File: src/rtl/regs_pkg.sv
// Shared register-file constants, winning-port record and the round-robin pick
// function used by both arbiters in front of the regfile.
package regs_pkg;

   localparam int REG_AW  = 5;
   localparam int REG_DW  = 32;
   localparam int REG_NUM = 32;

   // Widest requester vector the pick function handles; callers zero-extend.
   localparam int RR_MAXN = 8;

   typedef struct packed {
      logic [REG_AW-1:0] addr;
      logic [REG_DW-1:0] data;
   } reg_wr_t;

   // One-hot grant for the first set bit of req scanning ptr, ptr+1, ... mod n.
   // ptr must be below n.
   function automatic logic [RR_MAXN-1:0] rr_pick(input logic [RR_MAXN-1:0] req,
                                                  input logic [2:0]         ptr,
                                                  input int                 n);
      logic [RR_MAXN-1:0] gnt;
      logic               found;
      logic [3:0]         idx;
      gnt   = '0;
      found = 1'b0;
      for (int i = 0; i < RR_MAXN; i++) begin
         idx = {1'b0, ptr} + 4'(i);
         if (idx >= 4'(n)) idx = idx - 4'(n);
         if ((i < n) && !found && req[idx[2:0]]) begin
            gnt[idx[2:0]] = 1'b1;
            found         = 1'b1;
         end
      end
      return gnt;
   endfunction

endpackage

File: src/rtl/regs_port_arbiter_rr_arbiter.sv
// Single round-robin arbiter with one rotating pointer; kill suppresses the
// grant for a cycle without advancing the pointer.
module rr_arbiter
   import regs_pkg::*;
#(
   parameter int NREQ = 2,
   parameter int IDW  = (NREQ > 1) ? $clog2(NREQ) : 1
) (
   input  logic            clk,
   input  logic            rst_n,
   input  logic [NREQ-1:0] req,
   input  logic            kill,
   output logic [NREQ-1:0] gnt,
   output logic [IDW-1:0]  cand_id
);

   logic [IDW-1:0]     ptr_q;
   logic [RR_MAXN-1:0] req_w;
   logic [RR_MAXN-1:0] pick_w;
   logic [2:0]         ptr_w;
   logic [NREQ-1:0]    cand;
   logic               unused_pick;

   always_comb begin
      req_w             = '0;
      req_w[NREQ-1:0]   = req;
      ptr_w             = '0;
      ptr_w[IDW-1:0]    = ptr_q;
      pick_w            = rr_pick(req_w, ptr_w, NREQ);
      cand              = pick_w[NREQ-1:0];
      cand_id           = '0;
      for (int i = 0; i < NREQ; i++) begin
         if (cand[i]) cand_id = IDW'(i);
      end
      // Grants are forced low while reset is held so nothing reaches the regfile.
      gnt = (rst_n && !kill) ? cand : '0;
   end

   assign unused_pick = ^pick_w;

   always_ff @(posedge clk or negedge rst_n) begin
      if (!rst_n) begin
         ptr_q <= '0;
      end else if (|gnt) begin
         ptr_q <= (int'(cand_id) == NREQ - 1) ? '0 : cand_id + IDW'(1);
      end
   end

endmodule

File: src/rtl/regs_port_arbiter.sv
// Round-robin sharing of the regfile write and read ports between NREQ requesters.
// Optional macro REGS_BYPASS_EN: same-cycle same-register write/read is bypassed
// instead of deferring the read by one cycle.
module regs_port_arbiter
   import regs_pkg::*;
#(
   parameter int NREQ = 2,
   parameter int IDW  = (NREQ > 1) ? $clog2(NREQ) : 1
) (
   input  logic                   clk,
   input  logic                   rst_n,
   input  logic [NREQ-1:0]        wr_req,
   input  logic [NREQ*REG_AW-1:0] wr_addr,
   input  logic [NREQ*REG_DW-1:0] wr_data,
   output logic [NREQ-1:0]        wr_gnt,
   input  logic [NREQ-1:0]        rd_req,
   input  logic [NREQ*REG_AW-1:0] rd_addr,
   output logic [NREQ-1:0]        rd_gnt,
   output logic                   rd_rsp_valid,
   output logic [IDW-1:0]         rd_rsp_id,
   output logic [REG_DW-1:0]      rd_rsp_data,
   output logic                   rf_write_en,
   output logic [REG_AW-1:0]      rf_write_reg,
   output logic [REG_DW-1:0]      rf_write_data,
   output logic                   rf_read_en,
   output logic [REG_AW-1:0]      rf_read_reg,
   input  logic [REG_DW-1:0]      rf_read_data
);

   // Handshake: a requester raises req with stable addr/data and holds them until
   // the same-cycle gnt bit is seen high; the transfer happens in that cycle.

   logic [IDW-1:0]    wr_id;
   logic [IDW-1:0]    rd_id;
   logic              wr_any;
   logic              rd_any;
   logic              rd_kill;
   logic              rd_bypass;
   logic [REG_AW-1:0] rd_cand_addr;
   reg_wr_t           wr_win;

   rr_arbiter #(.NREQ(NREQ), .IDW(IDW)) u_wr_arb (
      .clk     (clk),
      .rst_n   (rst_n),
      .req     (wr_req),
      .kill    (1'b0),
      .gnt     (wr_gnt),
      .cand_id (wr_id)
   );

   rr_arbiter #(.NREQ(NREQ), .IDW(IDW)) u_rd_arb (
      .clk     (clk),
      .rst_n   (rst_n),
      .req     (rd_req),
      .kill    (rd_kill),
      .gnt     (rd_gnt),
      .cand_id (rd_id)
   );

   always_comb begin
      wr_win       = '0;
      rd_cand_addr = '0;
      for (int i = 0; i < NREQ; i++) begin
         if (wr_id == IDW'(i)) begin
            wr_win.addr = wr_addr[i*REG_AW +: REG_AW];
            wr_win.data = wr_data[i*REG_DW +: REG_DW];
         end
         if (rd_id == IDW'(i)) begin
            rd_cand_addr = rd_addr[i*REG_AW +: REG_AW];
         end
      end
   end

   assign wr_any = |wr_gnt;
   assign rd_any = |rd_gnt;

   // The regfile reads on the negedge before the write commits, so a matching
   // pair in the same cycle would return the old value.
`ifdef REGS_BYPASS_EN
   assign rd_kill   = 1'b0;
   assign rd_bypass = wr_any && rd_any && (rd_cand_addr == wr_win.addr);
`else
   assign rd_kill   = wr_any && (rd_cand_addr == wr_win.addr);
   assign rd_bypass = 1'b0;
`endif

   assign rf_write_en   = wr_any;
   assign rf_write_reg  = wr_win.addr;
   assign rf_write_data = wr_win.data;
   assign rf_read_en    = rd_any;
   assign rf_read_reg   = rd_cand_addr;

   always_ff @(posedge clk or negedge rst_n) begin
      if (!rst_n) begin
         rd_rsp_valid <= 1'b0;
         rd_rsp_id    <= '0;
         rd_rsp_data  <= '0;
      end else begin
         rd_rsp_valid <= rd_any;
         if (rd_any) begin
            rd_rsp_id   <= rd_id;
            rd_rsp_data <= rd_bypass ? wr_win.data : rf_read_data;
         end
      end
   end

endmodule
File: config.mk
export PLATFORM = sky130hd
export DESIGN_NAME = regs_port_arbiter
export DESIGN_NICKNAME = d
export VERILOG_FILES = /design/src/rtl/regs_pkg.sv /design/src/rtl/regs_port_arbiter_rr_arbiter.sv /design/src/rtl/regs_port_arbiter.sv
export SDC_FILE = /design/constraint.sdc
export NUM_CORES = 1
export LEC_CHECK = 0
export CAP_MARGIN = 20
export CORE_ASPECT_RATIO = 1.2
export CORE_MARGIN = 1.5
export CORE_UTILIZATION = 28
export CTS_CLUSTER_DIAMETER = 150
export DETAILED_ROUTE_END_ITERATION = 10
export HOLD_SLACK_MARGIN = 0.03
export PLACE_DENSITY_LB_ADDON = 0.2
export SLEW_MARGIN = 20
export SYNTH_ARGS = -nofsm -noshare
export SYNTH_HDL_FRONTEND = slang
export SYNTH_SLANG_ARGS = --single-unit
File: constraint.sdc
create_clock -name clk -period 1.9 [get_ports clk]
set_input_delay 0.38 -clock clk [delete_from_list [all_inputs] [get_ports clk]]
set_output_delay 0.38 -clock clk [all_outputs]
set_load 0.005 [all_outputs]
==> results.tsv, run 1 <==
stage	metric	value	unit
run_status	run status	finished, violations left	
run_status	violated checks	setup timing	
route	DRT iter0 DRCs	41	
pwr	Comb power frac	0.513	
floorplan	Ports	204	
grt	gr ovfl total	0	
synth	Cell variety after synth	29	
critical_path	WS Path Type	reg -> out	
sta	Clock Skews	7.40	ps
clocking	CTS clk-pin slew, worst paths	70	ps
sta	Worst Tran Pin Value	340	ps
layout	Finished Layout Cells	535	
route	Post-Route WL	9950	um
layout	post-layout util	0.690	
route	drt first pass iters	4	
route	Max Used Layer	met5	
synth	register bit count reported by yosys	36	
layout	share of layout cells above drive strength 1	0.471	
synth	cell count after synthesis	179	
route	drt drc	0	
synth	sequential fraction of the synthesis area	0.405	
critical_path	Critical Path Start Type	flop	
sta	Slew HR	0.773	
sta	final setup margin	-458	ps
floorplan	row cnt	35	
clocking	CTS Hold Bufs	0	
grt	number of global-route vias before repair	2676	
placed_design	pre-CTS setup slack	-1140	ps
pwr	internal power	2.18	mW
route	vias per cell	4.77	
floorplan	die area	8490	sq um
route	DR WL met2	5460	um
grt	first-pass GRT wire length	14300	um
route	Met1 Wirelength	3440	um
critical_path	critical path arrival	1980	ps
route	DRT antenna net count	0	
clocking	TritonCTS clock tree	done	
critical_path	reg-to-reg setup timing slack	-420	ps
floorplan	Initial Util	0.288	
sta	Final Max Slew Viols	0	
clocking	Clock Latency Late Sink	280	ps
run	maxcap violations	0	
critical_path	slowest CP cell	dfrtp_1	
synth	Syn Nets	301	
sta	maximum clock frequency	0.424	GHz
sta	Fin. Hold Viols	0	
placed_design	Final HPWL DP	7150	um
grt	initial antenna violation count	3	
floorplan	Die Wd	84.3	um
critical_path	Largest delay share family, worst path	simple AND/OR/NAND/NOR gates	
pwr	sw frac	0.275	
critical_path	crit end category	primary output	
critical_path	Worst Path Max Fanout	5	
clocking	CTS HTree Levels	2	
critical_path	CP bufs+invs	1	
floorplan	Die H	101	um
sta	Final period util	1.24	
grt	largest net degree at the start of global routing	28	
sta	RSZ-0062 raised after global routing	yes	
route	vias	2550	
placed_design	routability cong.	0.888	
synth	yosys warns	0	
synth	Syn Area/Cell	12.4	sq um
pwr	clock power share	0.176	
synth	mapped cell area	2220	sq um
critical_path	CP cell instances	and2b_4 -> o21ai_4 -> a22o_1 -> a22oi_4 -> and3_4 -> nor3b_4 -> buf_2	
clocking	CTS Buf Count	5	
clocking	Max clock buf depth	2	
clocking	root buffer cell	clkbuf_8	
critical_path	Critical Path RT	1520	ps
floorplan	core box area	7710	sq um
sta	Finish-stage setup viols	68	
pwr	Power Dens Cells	566	nW/um^2
layout	Layout Nets	563	
hold_path	Hold Path Class	in -> async	
pwr	Pleak	2.46	nW
clocking	clock sink total	36	
pwr	sequential power share	0.311	
placed_design	dpl cells	491	
critical_path	r2r worst-path depth	10	
sta	minimum clock period	2360	ps
pwr	P_sw	0.829	mW
route	WL/cell	18.6	um
grt	total track usage	0.219	
pwr	Peak VDD IR	0.402	mV
critical_path	slowest stage delay, CP	410	ps
layout	area grow syn2layout	139	%
critical_path	WP depth	7	
placed_design	number of port buffers	203	
route	WL met3	913	um
==> power groups by stage <==
stage	sequential (mW)	clock (mW)	combinational (mW)
2_1_floorplan	0.954	0	0.446
3_3_place_gp	0.941	0	1.25
3_5_place_dp	0.947	0	1.26
4_1_cts	0.935	0.554	1.44
5_1_grt	0.951	0.578	1.63
6_report	0.937	0.529	1.54
==> sequential cells by signal, indices dropped and copies added, names as in the netlist <==
name	cells
u_rd_arb.ptr_q	1
rd_rsp_data	32
rd_rsp_valid	1
u_wr_arb.ptr_q	1
rd_rsp_id	1
==> timing repair <==
action	CTS	global route
gates resized for setup	204	83
gates cloned	6	1
setup buffers	15	17
pin swaps	9	8
setup endpoints to repair	83	77
==> through the flow <==
step           hold WS (ps)  setup TNS [ps]  power, mW  cell area [sq um]
6_report               43.0          -15490       3.01               5320
2_1_floorplan          84.4            -736       1.40               2240
4_1_cts                42.6          -18290       2.92               5110
3_3_place_gp            350          -54450       2.19               4550
5_1_grt                50.3          -20610       3.16               5310
3_5_place_dp            350          -55770       2.20               4550
==> cell usage after synthesis <==
library cell	number	area, sq um
buf_2	1	5.00
and3_1	1	6.26
nand2b_1	2	12.5
nand2_1	16	60.1
mux2_4	29	435
a31oi_1	2	12.5
a22o_1	5	43.8
nand3_1	10	50.1
buf_1	3	11.3
buf_4	1	7.51
nor3_1	1	5.00
a21boi_2	1	11.3
mux2_2	35	394
nor3b_1	1	7.51
a21oi_1	2	10.0
nand4_1	6	37.5
a31oi_4	1	21.3
buf_6	3	33.8
o32a_1	1	10.0
inv_1	1	3.75
o21ai_1	7	35.0
o311ai_0	1	8.76
and2b_4	1	10.0
nor2_1	3	11.3
nor2b_2	1	8.76
a22oi_4	2	42.5
inv_2	2	7.51
dfrtp_1	36	901
o21ai_0	4	20.0
==> cell usage in the layout, fill, tap and decap left out, types with 3 or more instances in the layout <==
cell and instances:
buf_4 33, mux2_2 3, o21ai_2 7, clkdlybuf4s50_1 151, clkbuf_2 12, dfrtp_1 36, buf_6 39, nand4_1 6
clkbuf_8 5, a22o_1 5, mux2_4 61, nand3_1 5, o21ai_4 3, buf_12 7, dlygate4sd2_1 8, buf_2 5
nand3_2 5, nand2_1 15, buf_16 4
==> metal layers <==
| layer | track usage | vias up |
|---|---|---|
| li1 | - | 1193 |
| met4 | 0.0509 | 4 |
| met1 | 0.214 | 1215 |
| met5 | 0 | - |
| met2 | 0.433 | 126 |
| met3 | 0.0835 | 12 |
==> final cells by class <==
class | instances | area [sq um]
Sequential cell | 36 | 901
Clock inverter | 3 | 18.8
Clock buffer | 5 | 68.8
Inverter | 3 | 11.3
Tap cell | 92 | 115
Fill cell | 576 | 2390
Timing Repair Buffer | 263 | 2670
Antenna cell | 1 | 2.50
Multi-Input combinational cell | 132 | 1530
==> worst paths after layout <==
path                                      from         endpoint
worst min-delay path                     rst_n        rd_rsp_id
max in group asynchronous                rst_n  rd_rsp_data[21]
worst min register to register  rd_rsp_data[7]   rd_rsp_data[7]
worst max register to register  u_wr_arb.ptr_q  rd_rsp_data[31]
worst max-delay path            u_wr_arb.ptr_q        rd_gnt[0]
min in group clk                     wr_req[1]   u_wr_arb.ptr_q
==> logic make-up (layout without fill, tap and decap cells) <==
| kind of cell | count (synthesis) | in the layout | share of synthesized area |
|---|---|---|---|
| multiplexers | 64 | 64 | 0.373 |
| flip-flops | 36 | 36 | 0.405 |
| AO/OA/AOI/OAI | 26 | 26 | 0.0968 |
| buffers and inverters | 11 | 274 | 0.0309 |
| other | 0 | 1 | 0 |
| AND/OR/NAND/NOR | 42 | 42 | 0.0940 |
(Power assumes the default switching activity.)
==> inputs of run 2 (changes only) <==
--- a/config.mk
+++ b/config.mk
@@ -10,9 +10,10 @@
 export CORE_MARGIN = 1.5
 export CORE_UTILIZATION = 28
 export CTS_CLUSTER_DIAMETER = 150
+export CTS_CLUSTER_SIZE = 25
 export DETAILED_ROUTE_END_ITERATION = 10
 export HOLD_SLACK_MARGIN = 0.03
-export PLACE_DENSITY_LB_ADDON = 0.2
+export PLACE_DENSITY = 0.74
 export SLEW_MARGIN = 20
 export SYNTH_ARGS = -nofsm -noshare
 export SYNTH_HDL_FRONTEND = slang
==> results.tsv, run 2 (synthesis gave the netlist of run 1 again) <==
stage	metric	value	unit	change
run_status	run status	finished, violations left		
run_status	violated checks	setup timing		
floorplan	Initial Util	0.288		unchanged
clocking	CTS clk-pin slew, worst paths	80	ps	about the same
route	DRT iter0 DRCs	108		+160%
layout	max FFs per register	32		unchanged
route	drt first pass iters	4		unchanged
floorplan	Ports	204		unchanged
route	Post-Route WL	10600	um	+6.1%
critical_path	WS Path Type	reg -> out		
sta	minimum clock period	2320	ps	-42.3 ps
placed_design	Final HPWL DP	7550	um	+5.7%
floorplan	Die H	101	um	unchanged
floorplan	row cnt	35		unchanged
critical_path	Critical Path RT	1520	ps	about the same
sta	Clock Skews	10.6	ps	+3.25 ps
route	vias	2622		+2.8%
grt	grt met3 use	0.0811		-0.00246
placed_design	number of port buffers	203		unchanged
pwr	Power Dens Cells	566	nW/um^2	about the same
sta	Worst Tran Pin Value	356	ps	+16.3 ps
sta	RSZ-0062 raised after global routing	yes		
critical_path	Worst Path Max Fanout	5		unchanged
route	DRT antenna net count	0		unchanged
clocking	CTS HTree Levels	2		unchanged
pwr	Tot Pwr	3.08	mW	+2.2%
sta	TNS Setup	-19830	ps	-4340 ps
layout	Reg with most FFs	rd_rsp_data		
critical_path	crit end category	primary output		
floorplan	die area	8490	sq um	unchanged
pwr	Pleak	2.52	nW	+2.4%
sta	final setup margin	-416	ps	+42.3 ps
grt	gr ovfl total	0		unchanged
floorplan	core box area	7710	sq um	unchanged
route	vias per cell	4.91		+3.0%
sta	maximum clock frequency	0.432	GHz	+1.8%
sta	Fin. Hold Viols	0		unchanged
grt	first-pass GRT wire length	15800	um	+10%
grt	met2 track demand over resource	0.458		+0.0252
grt	GR Util met1	0.255		+0.0406
critical_path	critical path arrival	1940	ps	-40 ps
clocking	TritonCTS clock tree	done		
floorplan	Die Wd	84.3	um	unchanged
pwr	Peak VDD IR	0.398	mV	-0.85%
layout	commonest non-fill, non-tap cell in the layout	clkdlybuf4s50_1		
layout	share of layout cells above drive strength 1	0.449		-0.0216
clocking	Max clock buf depth	2		unchanged
grt	largest net degree at the start of global routing	15		-46%
route	WL/cell	19.8	um	+6.3%
sta	Final period util	1.22		-0.0223
grt	initial antenna violation count	2		-1
sta	Final Max Slew Viols	0		unchanged
placed_design	routability cong.	0.910		+2.5%
critical_path	Critical Path Start Type	flop		
sta	Slew HR	0.760		-0.0133
clocking	clock sink total	36		unchanged
run	maxcap violations	0		unchanged
hold_path	Hold Path Class	in -> async		
grt	Most Crowded Layer GR	met2		
clocking	root buffer cell	clkbuf_8		
clocking	CTS Buf Count	5		unchanged
grt	number of global-route vias before repair	2890		+8.0%
grt	total track usage	0.243		+0.0242
route	drt drc	0		unchanged
sta	Finish-stage setup viols	69		+1.5%
layout	area grow syn2layout	144	%	
layout	most frequent cells in the layout	151 x clkdlybuf4s50_1, 61 x mux2_4, 56 x buf_6, 36 x dfrtp_1, 18 x buf_4		
layout	Layout Nets	562		-0.18%
clocking	Clock Latency Late Sink	280	ps	about the same
[run 2: changes by cell type in the layout (fill, tap and decap cells not counted), moves of 2 or more]
cell / previous run / this run
buf_6: 39 / 56
nor2_2: 2 / 0
o21ai_4: 3 / 0
o21ai_2: 7 / 10
nor2_1: 0 / 3
nand3_1: 5 / 9
buf_12: 7 / 11
nand3_2: 5 / 1
buf_4: 33 / 18
clkdlybuf4s15_2: 1 / 3
buf_2: 5 / 2
clkbuf_2: 12 / 3
[run 2: per-stage QoR]
stage	hold WS [ps]	std cells	cell area, sq um	utilization	worst slack (ps)
floorplan	84.4	179	2240	-	-26.8
global placement	417	490	4530	0.588	-1130
detailed placement	428	490	4530	0.588	-1200
CTS	143	531	5360	0.695	-443
global route	152	533	5430	0.704	-482
finish	148	534	5430	0.705	-416
[run 2: timing repair]
action                     in CTS  in global routing
setup buffers                  28                  4
pin swaps                       9                  5
cloned                          7                  0
hold buffers                    0                  0
gates resized for setup       265                 25
setup endpoints to repair      83                 76
[run 2: cell type report]
cell class / count / area (sq um)
repair buffers: 262 / 2850
fillers: 528 / 2280
multi-input cells: 132 / 1470
flip-flops and latches: 36 / 901
well taps: 92 / 115
clock buffers: 5 / 68.8
clock inverters: 3 / 18.8
inverters: 3 / 11.3
diodes: 1 / 2.50
[run 2: routing by layer]
metal / routed length, um / share of wire
met2: 5550 / 0.53
met4: 260 / 0.025
met1: 3770 / 0.36
met3: 975 / 0.092
met5: 10 / 0.00095
[run 2: critical path: stages (launching register included)]
cell     delay [ps]
dfrtp_1         400
and2b_4         310
o21ai_2          90
a22o_1          250
a22oi_4         200
and3_4          240
nor3_1           50
buf_2           130
[run 2: worst paths after layout]
| path | start | end | slack [ps] | depth (start not counted) |
|---|---|---|---|---|
| setup / recovery | u_wr_arb.ptr_q | rd_gnt[1] | -420 | 7 |
| hold / removal | rst_n | rd_rsp_data[24] | 150 | 3 |
| setup reg to reg | u_wr_arb.ptr_q | rd_rsp_data[3] | -400 | 10 |
| hold reg to reg | rd_rsp_data[0] | rd_rsp_data[0] | 510 | 1 |
| max in group asynchronous | rst_n | rd_rsp_data[10] | 1530 | 3 |
| min in group clk | rd_rsp_data[0] | rd_rsp_data[0] | 510 | 1 |
[run 2: power by group]
group,switching (mW),total [mW],internal [mW]
clock,0.276,0.532,0.256
sequential,0.0669,0.940,0.873
combinational,0.505,1.60,1.10
total,0.848,3.08,2.23
==> inputs of run 3 (changes only) <==
--- a/config.mk
+++ b/config.mk
@@ -9,7 +9,7 @@
 export CORE_ASPECT_RATIO = 1.2
 export CORE_MARGIN = 1.5
 export CORE_UTILIZATION = 28
-export CTS_CLUSTER_DIAMETER = 150
+export CTS_CLUSTER_DIAMETER = 200
 export CTS_CLUSTER_SIZE = 25
 export DETAILED_ROUTE_END_ITERATION = 10
 export HOLD_SLACK_MARGIN = 0.03
==> results of run 3 <==
The final DEF is identical to that of run 2; final timing and power are the same.
